**config.mk**
```make
export PLATFORM = sky130hd
export DESIGN_NAME = lsu_dcache_port_arbiter_flat
export DESIGN_NICKNAME = d
export VERILOG_FILES = /design/src/rtl/lsu_dcache_port_arbiter_if.sv /design/src/rtl/lsu_dcache_port_arbiter.sv /design/src/flat_wrapper.sv
export SDC_FILE = /design/constraint.sdc
export NUM_CORES = 1
export LEC_CHECK = 0
export CAP_MARGIN = 10
export CORE_AREA = 2 2 269 271
export DETAILED_ROUTE_END_ITERATION = 12
export DIE_AREA = 0 0 271 273
export HOLD_SLACK_MARGIN = 0.05
export PLACE_DENSITY_LB_ADDON = 0.15
export SLEW_MARGIN = 10
export SYNTH_ARGS = -nofsm -noshare
export SYNTH_HDL_FRONTEND = slang
export SYNTH_SLANG_ARGS = --single-unit
```
**constraint.sdc**
```tcl
create_clock -name clk_i -period 8.05 [get_ports clk_i]
set_clock_uncertainty 0.1 [all_clocks]
set_input_delay 0.805 -clock clk_i [delete_from_list [all_inputs] [get_ports clk_i]]
set_output_delay 0.805 -clock clk_i [all_outputs]
set_load 0.03 [all_outputs]
```
**src/rtl/lsu_dcache_port_arbiter_if.sv**
```systemverilog
// Data-cache request port as seen from the LSU side.
// master: the arbiter, which drives requests and receives grant/response.
// slave: the dcache, which accepts requests and returns read data in issue order.
interface lsu_dcache_port_arbiter_if #(
   parameter int AddrW = 64,
   parameter int DataW = 64
);
   logic               req;
   logic [AddrW-1:0]   addr;
   logic               we;
   logic [DataW-1:0]   wdata;
   logic [DataW/8-1:0] be;
   logic               gnt;
   logic               rvalid;
   logic [DataW-1:0]   rdata;

   modport master (
      output req, addr, we, wdata, be,
      input  gnt, rvalid, rdata
   );

   modport slave (
      input  req, addr, we, wdata, be,
      output gnt, rvalid, rdata
   );
endinterface

```
**src/rtl/lsu_dcache_port_arbiter.sv**
```systemverilog
// Shares one dcache request port between PTW (0), load (1) and store (2).
// Locked round-robin arbitration: once a request is presented it is held until
// the cache grants it. Granted reads are tracked in an in-order FIFO so each
// response is steered back to its issuer; a flush marks in-flight reads as
// dropped so their responses are consumed silently.
module lsu_dcache_port_arbiter #(
   parameter int NumPorts       = 3,
   parameter int AddrW          = 64,
   parameter int DataW          = 64,
   parameter int MaxOutstanding = 4
) (
   input  logic                               clk_i,
   input  logic                               rst_ni,
   input  logic                               flush_i,
   input  logic [NumPorts-1:0]                req_i,
   input  logic [NumPorts-1:0][AddrW-1:0]     addr_i,
   input  logic [NumPorts-1:0]                we_i,
   input  logic [NumPorts-1:0][DataW-1:0]     wdata_i,
   input  logic [NumPorts-1:0][DataW/8-1:0]   be_i,
   output logic [NumPorts-1:0]                gnt_o,
   output logic [NumPorts-1:0]                rvalid_o,
   output logic [DataW-1:0]                   rdata_o,
   lsu_dcache_port_arbiter_if.master          cache,
   output logic                               busy_o
);

   localparam int IdW  = (NumPorts > 1) ? $clog2(NumPorts) : 1;
   localparam int PtrW = (MaxOutstanding > 1) ? $clog2(MaxOutstanding) : 1;
   localparam int CntW = PtrW + 1;

   typedef logic [IdW-1:0] id_t;
   typedef enum logic {IDLE, WAIT_GNT} state_t;

   state_t                  state_q;
   id_t                     rr_q;
   id_t                     sel_q;
   logic [CntW-1:0]         cnt_q;
   logic [CntW-1:0]         cnt_d;
   logic [PtrW-1:0]         wr_ptr_q;
   logic [PtrW-1:0]         rd_ptr_q;
   id_t                     fifo_id_q [MaxOutstanding];
   logic [MaxOutstanding-1:0] drop_q;

   logic                    room;
   logic [NumPorts-1:0]     elig;
   logic                    win_vld;
   id_t                     win_id;
   logic                    cur_vld;
   id_t                     cur_id;
   id_t                     rr_d;
   logic                    grant;
   logic                    push;
   logic                    pop;
   logic                    head_drop;
   id_t                     head_id;

   // A read may only be granted while the tracking FIFO has a free slot;
   // a pop in the same cycle does not free it early.
   assign room = (cnt_q != CntW'(MaxOutstanding));

   for (genvar gi = 0; gi < NumPorts; gi++) begin : g_elig
      assign elig[gi] = req_i[gi] & (we_i[gi] | room);
   end

   // Round-robin search: first eligible requester at or after rr_q.
   // Walking offsets downwards lets the smallest offset win.
   always_comb begin
      int  idx;
      id_t cand;
      win_vld = 1'b0;
      win_id  = '0;
      idx     = 0;
      cand    = '0;
      for (int k = NumPorts - 1; k >= 0; k--) begin
         idx = int'(rr_q) + k;
         if (idx >= NumPorts) begin
            idx = idx - NumPorts;
         end
         cand = id_t'(idx);
         if (elig[cand]) begin
            win_vld = 1'b1;
            win_id  = cand;
         end
      end
   end

   // In WAIT_GNT the port is locked to sel_q; new requests are not considered.
   assign cur_vld = (state_q == WAIT_GNT) ? 1'b1 : win_vld;
   assign cur_id  = (state_q == WAIT_GNT) ? sel_q : win_id;
   assign rr_d    = (cur_id == id_t'(NumPorts - 1)) ? '0 : cur_id + 1'b1;

   assign grant = cur_vld & cache.gnt;
   assign push  = grant & ~we_i[cur_id];
   assign pop   = cache.rvalid & (cnt_q != '0);

   // Outputs are forced quiet while reset is held even if requesters keep req high.
   assign cache.req   = rst_ni & cur_vld;
   assign cache.addr  = addr_i[cur_id];
   assign cache.we    = we_i[cur_id];
   assign cache.wdata = wdata_i[cur_id];
   assign cache.be    = be_i[cur_id];

   assign head_id   = fifo_id_q[rd_ptr_q];
   assign head_drop = drop_q[rd_ptr_q];

   for (genvar gi = 0; gi < NumPorts; gi++) begin : g_out
      assign gnt_o[gi]    = rst_ni & grant & (cur_id == id_t'(gi));
      assign rvalid_o[gi] = pop & ~head_drop & (head_id == id_t'(gi));
   end

   assign rdata_o = cache.rdata;
   assign busy_o  = (cnt_q != '0);

   // Outstanding-read count: simultaneous push and pop cancel out.
   always_comb begin
      cnt_d = cnt_q;
      if (push && !pop) begin
         cnt_d = cnt_q + 1'b1;
      end else if (!push && pop) begin
         cnt_d = cnt_q - 1'b1;
      end
   end

   // Arbitration FSM: latch an ungranted winner and hold it until accepted.
   always_ff @(posedge clk_i or negedge rst_ni) begin
      if (!rst_ni) begin
         state_q <= IDLE;
         rr_q    <= '0;
         sel_q   <= '0;
      end else begin
         if (grant) begin
            rr_q <= rr_d;
         end
         case (state_q)
            IDLE: begin
               if (win_vld && !cache.gnt) begin
                  sel_q   <= win_id;
                  state_q <= WAIT_GNT;
               end
            end
            WAIT_GNT: begin
               if (cache.gnt) begin
                  state_q <= IDLE;
               end
            end
            default: state_q <= IDLE;
         endcase
      end
   end

   // Read-order bookkeeping: count, pointers and per-slot drop marks.
   // A flush marks every slot; the slot written by a same-cycle push takes
   // the flush value, so free slots never carry a stale mark forward.
   always_ff @(posedge clk_i or negedge rst_ni) begin
      if (!rst_ni) begin
         cnt_q    <= '0;
         wr_ptr_q <= '0;
         rd_ptr_q <= '0;
         drop_q   <= '0;
      end else begin
         cnt_q <= cnt_d;
         if (push) begin
            wr_ptr_q <= wr_ptr_q + 1'b1;
         end
         if (pop) begin
            rd_ptr_q <= rd_ptr_q + 1'b1;
         end
         if (flush_i) begin
            drop_q <= '1;
         end
         if (push) begin
            drop_q[wr_ptr_q] <= flush_i;
         end
      end
   end

   // Requester id storage; entries are only read while the count says valid.
   always_ff @(posedge clk_i) begin
      if (push) begin
         fifo_id_q[wr_ptr_q] <= cur_id;
      end
   end

endmodule

```
**src/flat_wrapper.sv**
```systemverilog
// flat-port wrapper written by rule: the top's interface ports become plain ports
module lsu_dcache_port_arbiter_flat 
#(
   parameter int NumPorts       = 3,
   parameter int AddrW          = 64,
   parameter int DataW          = 64,
   parameter int MaxOutstanding = 4
)
  (clk_i, rst_ni, flush_i, req_i, addr_i, we_i, wdata_i, be_i, gnt_o, rvalid_o, rdata_o, busy_o, cache_req, cache_addr, cache_we, cache_wdata, cache_be, cache_gnt, cache_rvalid, cache_rdata);
  lsu_dcache_port_arbiter_if #(.AddrW(AddrW), .DataW(DataW)) cache_i ();
  input  logic clk_i;
  input  logic rst_ni;
  input  logic flush_i;
  input  logic [NumPorts-1:0] req_i;
  input  logic [NumPorts-1:0][AddrW-1:0] addr_i;
  input  logic [NumPorts-1:0] we_i;
  input  logic [NumPorts-1:0][DataW-1:0] wdata_i;
  input  logic [NumPorts-1:0][DataW/8-1:0] be_i;
  output logic [NumPorts-1:0] gnt_o;
  output logic [NumPorts-1:0] rvalid_o;
  output logic [DataW-1:0] rdata_o;
  output logic busy_o;
  output wire logic [$bits(cache_i.req)-1:0] cache_req;
  output wire logic [$bits(cache_i.addr)-1:0] cache_addr;
  output wire logic [$bits(cache_i.we)-1:0] cache_we;
  output wire logic [$bits(cache_i.wdata)-1:0] cache_wdata;
  output wire logic [$bits(cache_i.be)-1:0] cache_be;
  input wire logic [$bits(cache_i.gnt)-1:0] cache_gnt;
  input wire logic [$bits(cache_i.rvalid)-1:0] cache_rvalid;
  input wire logic [$bits(cache_i.rdata)-1:0] cache_rdata;
  assign cache_req = cache_i.req;
  assign cache_addr = cache_i.addr;
  assign cache_we = cache_i.we;
  assign cache_wdata = cache_i.wdata;
  assign cache_be = cache_i.be;
  assign cache_i.gnt = cache_gnt;
  assign cache_i.rvalid = cache_rvalid;
  assign cache_i.rdata = cache_rdata;
  lsu_dcache_port_arbiter #(.NumPorts(NumPorts), .AddrW(AddrW), .DataW(DataW), .MaxOutstanding(MaxOutstanding)) u_core (.clk_i(clk_i), .rst_ni(rst_ni), .flush_i(flush_i), .req_i(req_i), .addr_i(addr_i), .we_i(we_i), .wdata_i(wdata_i), .be_i(be_i), .gnt_o(gnt_o), .rvalid_o(rvalid_o), .rdata_o(rdata_o), .cache(cache_i), .busy_o(busy_o));
endmodule
```
==> implementation parameters <==
Parameter                              Value

Yosys
  Synthesized area per cell    ~11 µm²
  Syn Std Cell Area    between 5000 and 6000 µm²
  Sequential share of the synthesized area    0.115
  Number of flops mapped to enable cells by yosys    8
  YS warnings    0
  Number of cells produced by synthesis    a little over 500
  Post-Synthesis Net Count    1005
  Share of synthesized registers carrying an async set or reset    0.667
  Number of storage elements in the synthesis netlist    24
  Count of different cell masters after synthesis    50
  Predominant post-synthesis flop cell    sky130_fd_sc_hd__dfrtp_1

Final layout
  Final net count    around 1500
  Area growth from synthesis to final layout    111%
  Footprint of the multi-input gates    approximately 4000 µm²
  Inserted Diodes    0
  FILL cells    just under 8000
  Commonest non-fill, non-tap cell in the layout    sky130_fd_sc_hd__clkdlybuf4s50_1
  FF/Latch Area    roughly 640 µm²
  Fraction of layout cells with a size suffix above 1    0.132
  Most used cells in the layout excluding fill and tap cells    sky130_fd_sc_hd__clkdlybuf4s50_1, sky130_fd_sc_hd__mux2i_1, sky130_fd_sc_hd__o2bb2ai_2
  Non-filler instance count after layout    roughly 1900

Flow run
  Max-capacitance violation count    0

STA
  Minimum setup slack in the final design    between 1.5 and 2 ns
  Maximum clock rate    roughly 160 MHz
  Final setup viols    0
  Crit path time final    just over 6 ns
  RSZ-0062 raised after global routing    no
  Count of final max-slew check failures    0
  Crit share post-route    0.764
  Max-slew headroom    0.248
  Final hold violations    0
  Sum of negative setup slack    0 ns
  Tightest Pin Transition    roughly 1.1 ns

Pwr
  Static power due to leakage    approximately 3.7 nW
  Max VDD drop    approximately 0.00022 V
  Areal power density over the cells    336 nW/µm²

Floorplanning
  Boundary Pins    between 600 and 700
  Die Y-Extent    273 µm
  Floorplan Core Area    between 70000 and 80000 µm²
  Full die area    ~74000 µm²
  Starting utilization of the core area    0.0786
  Num rows    just under 100
  Horizontal die dimension    between 200 and 300 µm

Critical path
  Class of the most critical setup path    in2out
  Crit Reg-Reg Startpoint    u_core.cnt_q[1]$_DFFE_PN0P_
  Largest delay share family, worst path    simple AND/OR/NAND/NOR gates
  Cell-by-cell trace of the critical path    clkdlybuf4s50_1 -> or4b_4 -> a31oi_1 -> and4_1 -> mux2_8 -> nor2b_4 -> buf_4 -> o2bb2ai_2 -> clkdlybuf4s50_1
  CP max stage cell    sky130_fd_sc_hd__nor2b_4
  Critical Path Start Type    primary input
  Depth of the worst register-to-register path    7
  Most used cell, CP    sky130_fd_sc_hd__clkdlybuf4s50_1
  Reg-to-Reg End    u_core.rr_q[1]$_DFFE_PN0N_
  R2R setup slack    roughly 4.3 ns
  Required time worst endpoint    between 7 and 8 ns
  Critical Path End Type    primary output
  Crit path arrival time    around 5.3 ns
  Crit path buffers/inverters    3
  CP peak stage delay    1.02 ns
  Maximum fanout along the worst path    66
  Logic depth of the worst setup path including buffers    9

Clock network
  Worst-path clk slew    around 0.070 ns
  Root buffer cell    sky130_fd_sc_hd__clkbuf_16
  Num CTS Buffers    3
  Maximum buffer depth of the clock tree    2
  Number of levels the H-tree was split into    1
  Resized cells post-CTS    0
  Hold buffer count at CTS    0
  Clock tree from TritonCTS    done
  Setup Fix Bufs, Post-CTS    0
  Total number of clock tree sinks    24
  Later-pin clock latency in the skew report    roughly 0.26 ns

GRT
  Initial antenna violation count    0
  Number of global-route vias before repair    ~6500
  Pin count of the biggest net entering global routing    77
  Combined global-route utilization of all metal layers    0.0802
  Global-route wire length before repair    approximately 45 mm
  Total grt overflow    0

Routing
  Total via count after detailed routing    ~6000
  Number of antenna-violating nets in the routed design    0
  Detail-routed via count per cell    around 3.1
  Length of the first detailed-routing pass in iterations    4
  Wire length reported by the detailed router    around 33 mm
  Average wire per standard cell    between 15 and 20 µm
  Violation count after the first detailed-routing iteration    ~140
  Residual DRC count    0

Place
  Worst slack at placement    about 1.6 ns
  Final GP Congestion    0.817
  Count of port buffers added during placement    roughly 560
  Cell count after placement    approximately 1900
  Detailed Place HPWL    ~27 mm

Hold path
  Launch point of the worst hold path    u_core.cnt_q[2]$_DFFE_PN0P_
  Type of the tightest min-delay check    reg2reg
  Count of cells along the worst hold path    1
  Terminating pin of the worst hold path    u_core.cnt_q[2]$_DFFE_PN0P_

Outcome
  Result of the run    complete, no violations
==> metrics by stage <==
stage | instance area (µm²) | power (mW) | util | hold WS (ns)
final | 11800 | 3.95 | 0.166 | 0.415
after global routing | 11800 | 4.18 | 0.166 | 0.458
after CTS | 11800 | 4.04 | 0.166 | 0.423
after detailed placement | 11700 | 3.88 | 0.164 | 0.409
after global placement | 11700 | 3.91 | 0.164 | 0.420
after floorplan | 5580 | 2.55 | - | 0.374
==> logic make-up (layout without fill, tap and decap cells) <==
logic type / count (synthesis) / count (layout) / synth area share
compound gates: 161 / 161 / 0.359
xor+xnor: 6 / 6 / 0.00942
fa+ha+maj: 8 / 8 / 0.0193
buf+inv: 119 / 587 / 0.170
flops: 24 / 24 / 0.115
mux: 146 / 146 / 0.270
simple gates: 50 / 50 / 0.0570
==> cells in the mapped netlist (2+ instances only) <==
library cell	number	share of area
sky130_fd_sc_hd__buf_4	67	0.090
sky130_fd_sc_hd__nand3_1	4	0.0036
sky130_fd_sc_hd__o211ai_1	2	0.0027
sky130_fd_sc_hd__buf_6	22	0.044
sky130_fd_sc_hd__edfxtp_1	8	0.043
sky130_fd_sc_hd__clkbuf_1	2	0.0013
sky130_fd_sc_hd__buf_2	16	0.014
sky130_fd_sc_hd__xnor2_1	4	0.0063
sky130_fd_sc_hd__nand2b_1	2	0.0022
sky130_fd_sc_hd__nor4b_1	3	0.0047
sky130_fd_sc_hd__or3_1	4	0.0045
sky130_fd_sc_hd__o21ai_0	6	0.0054
sky130_fd_sc_hd__mux2_2	5	0.010
sky130_fd_sc_hd__nand2_1	6	0.0040
sky130_fd_sc_hd__mux4_2	3	0.012
sky130_fd_sc_hd__o2bb2ai_2	101	0.27
sky130_fd_sc_hd__inv_1	7	0.0047
sky130_fd_sc_hd__xor2_1	2	0.0031
sky130_fd_sc_hd__a31oi_1	5	0.0056
sky130_fd_sc_hd__and3_1	4	0.0045
sky130_fd_sc_hd__nor2_1	10	0.0067
sky130_fd_sc_hd__o2bb2ai_1	36	0.057
sky130_fd_sc_hd__mux2i_1	137	0.25
sky130_fd_sc_hd__buf_8	3	0.0081
sky130_fd_sc_hd__nor2b_1	2	0.0022
sky130_fd_sc_hd__a21oi_1	2	0.0018
sky130_fd_sc_hd__and2_1	6	0.0067
sky130_fd_sc_hd__buf_12	2	0.0072
sky130_fd_sc_hd__ha_1	7	0.016
sky130_fd_sc_hd__dfrtp_1	16	0.072
==> worst max-delay path by stage <==
stage	startpoint	endpoint	slack, ns
final	we_i[2]	cache_addr[47]	1.90
after global routing	we_i[2]	cache_addr[0]	1.56
after CTS	we_i[2]	cache_addr[43]	1.66
after detailed placement	we_i[2]	cache_addr[43]	1.63
after global placement	we_i[2]	cache_addr[0]	1.69
after floorplan	we_i[0]	cache_wdata[54]	4.39
==> flip-flops by register name (all words and copies together) (netlist names) <==
signal            cells
u_core.fifo_id_q      8
u_core.rr_q           2
u_core.cnt_q          3
u_core.drop_q         4
u_core.sel_q          2
u_core.state_q        1
u_core.wr_ptr_q       2
u_core.rd_ptr_q       2
==> per-layer routing <==
metal,wire length (µm),part of all wire,global-route usage,up-vias
met3,2320,0.071,0.0199,32
li1,-,-,-,2886
met5,0,0,0,-
met1,11600,0.36,0.0835,2760
met2,18400,0.56,0.163,302
met4,301,0.0092,0.00916,0
==> report_power, final <==
part | internal, mW | switching (mW)
registers | 0.174 | 0.0502
clock network | 0.0991 | 0.0478
logic | 1.52 | 2.06
==> area by class of cell <==
| cell class | count | area share |
|---|---|---|
| clock inverter | 1 | 0.00255 |
| tap | 950 | 0.101 |
| inverter | 7 | 0.00223 |
| timing repair buffer | 576 | 0.493 |
| multi-input combinational | 371 | 0.340 |
| clock buffer | 3 | 0.00638 |
| sequential | 24 | 0.0545 |
Note: power is estimated with default switching activity, not from simulation.
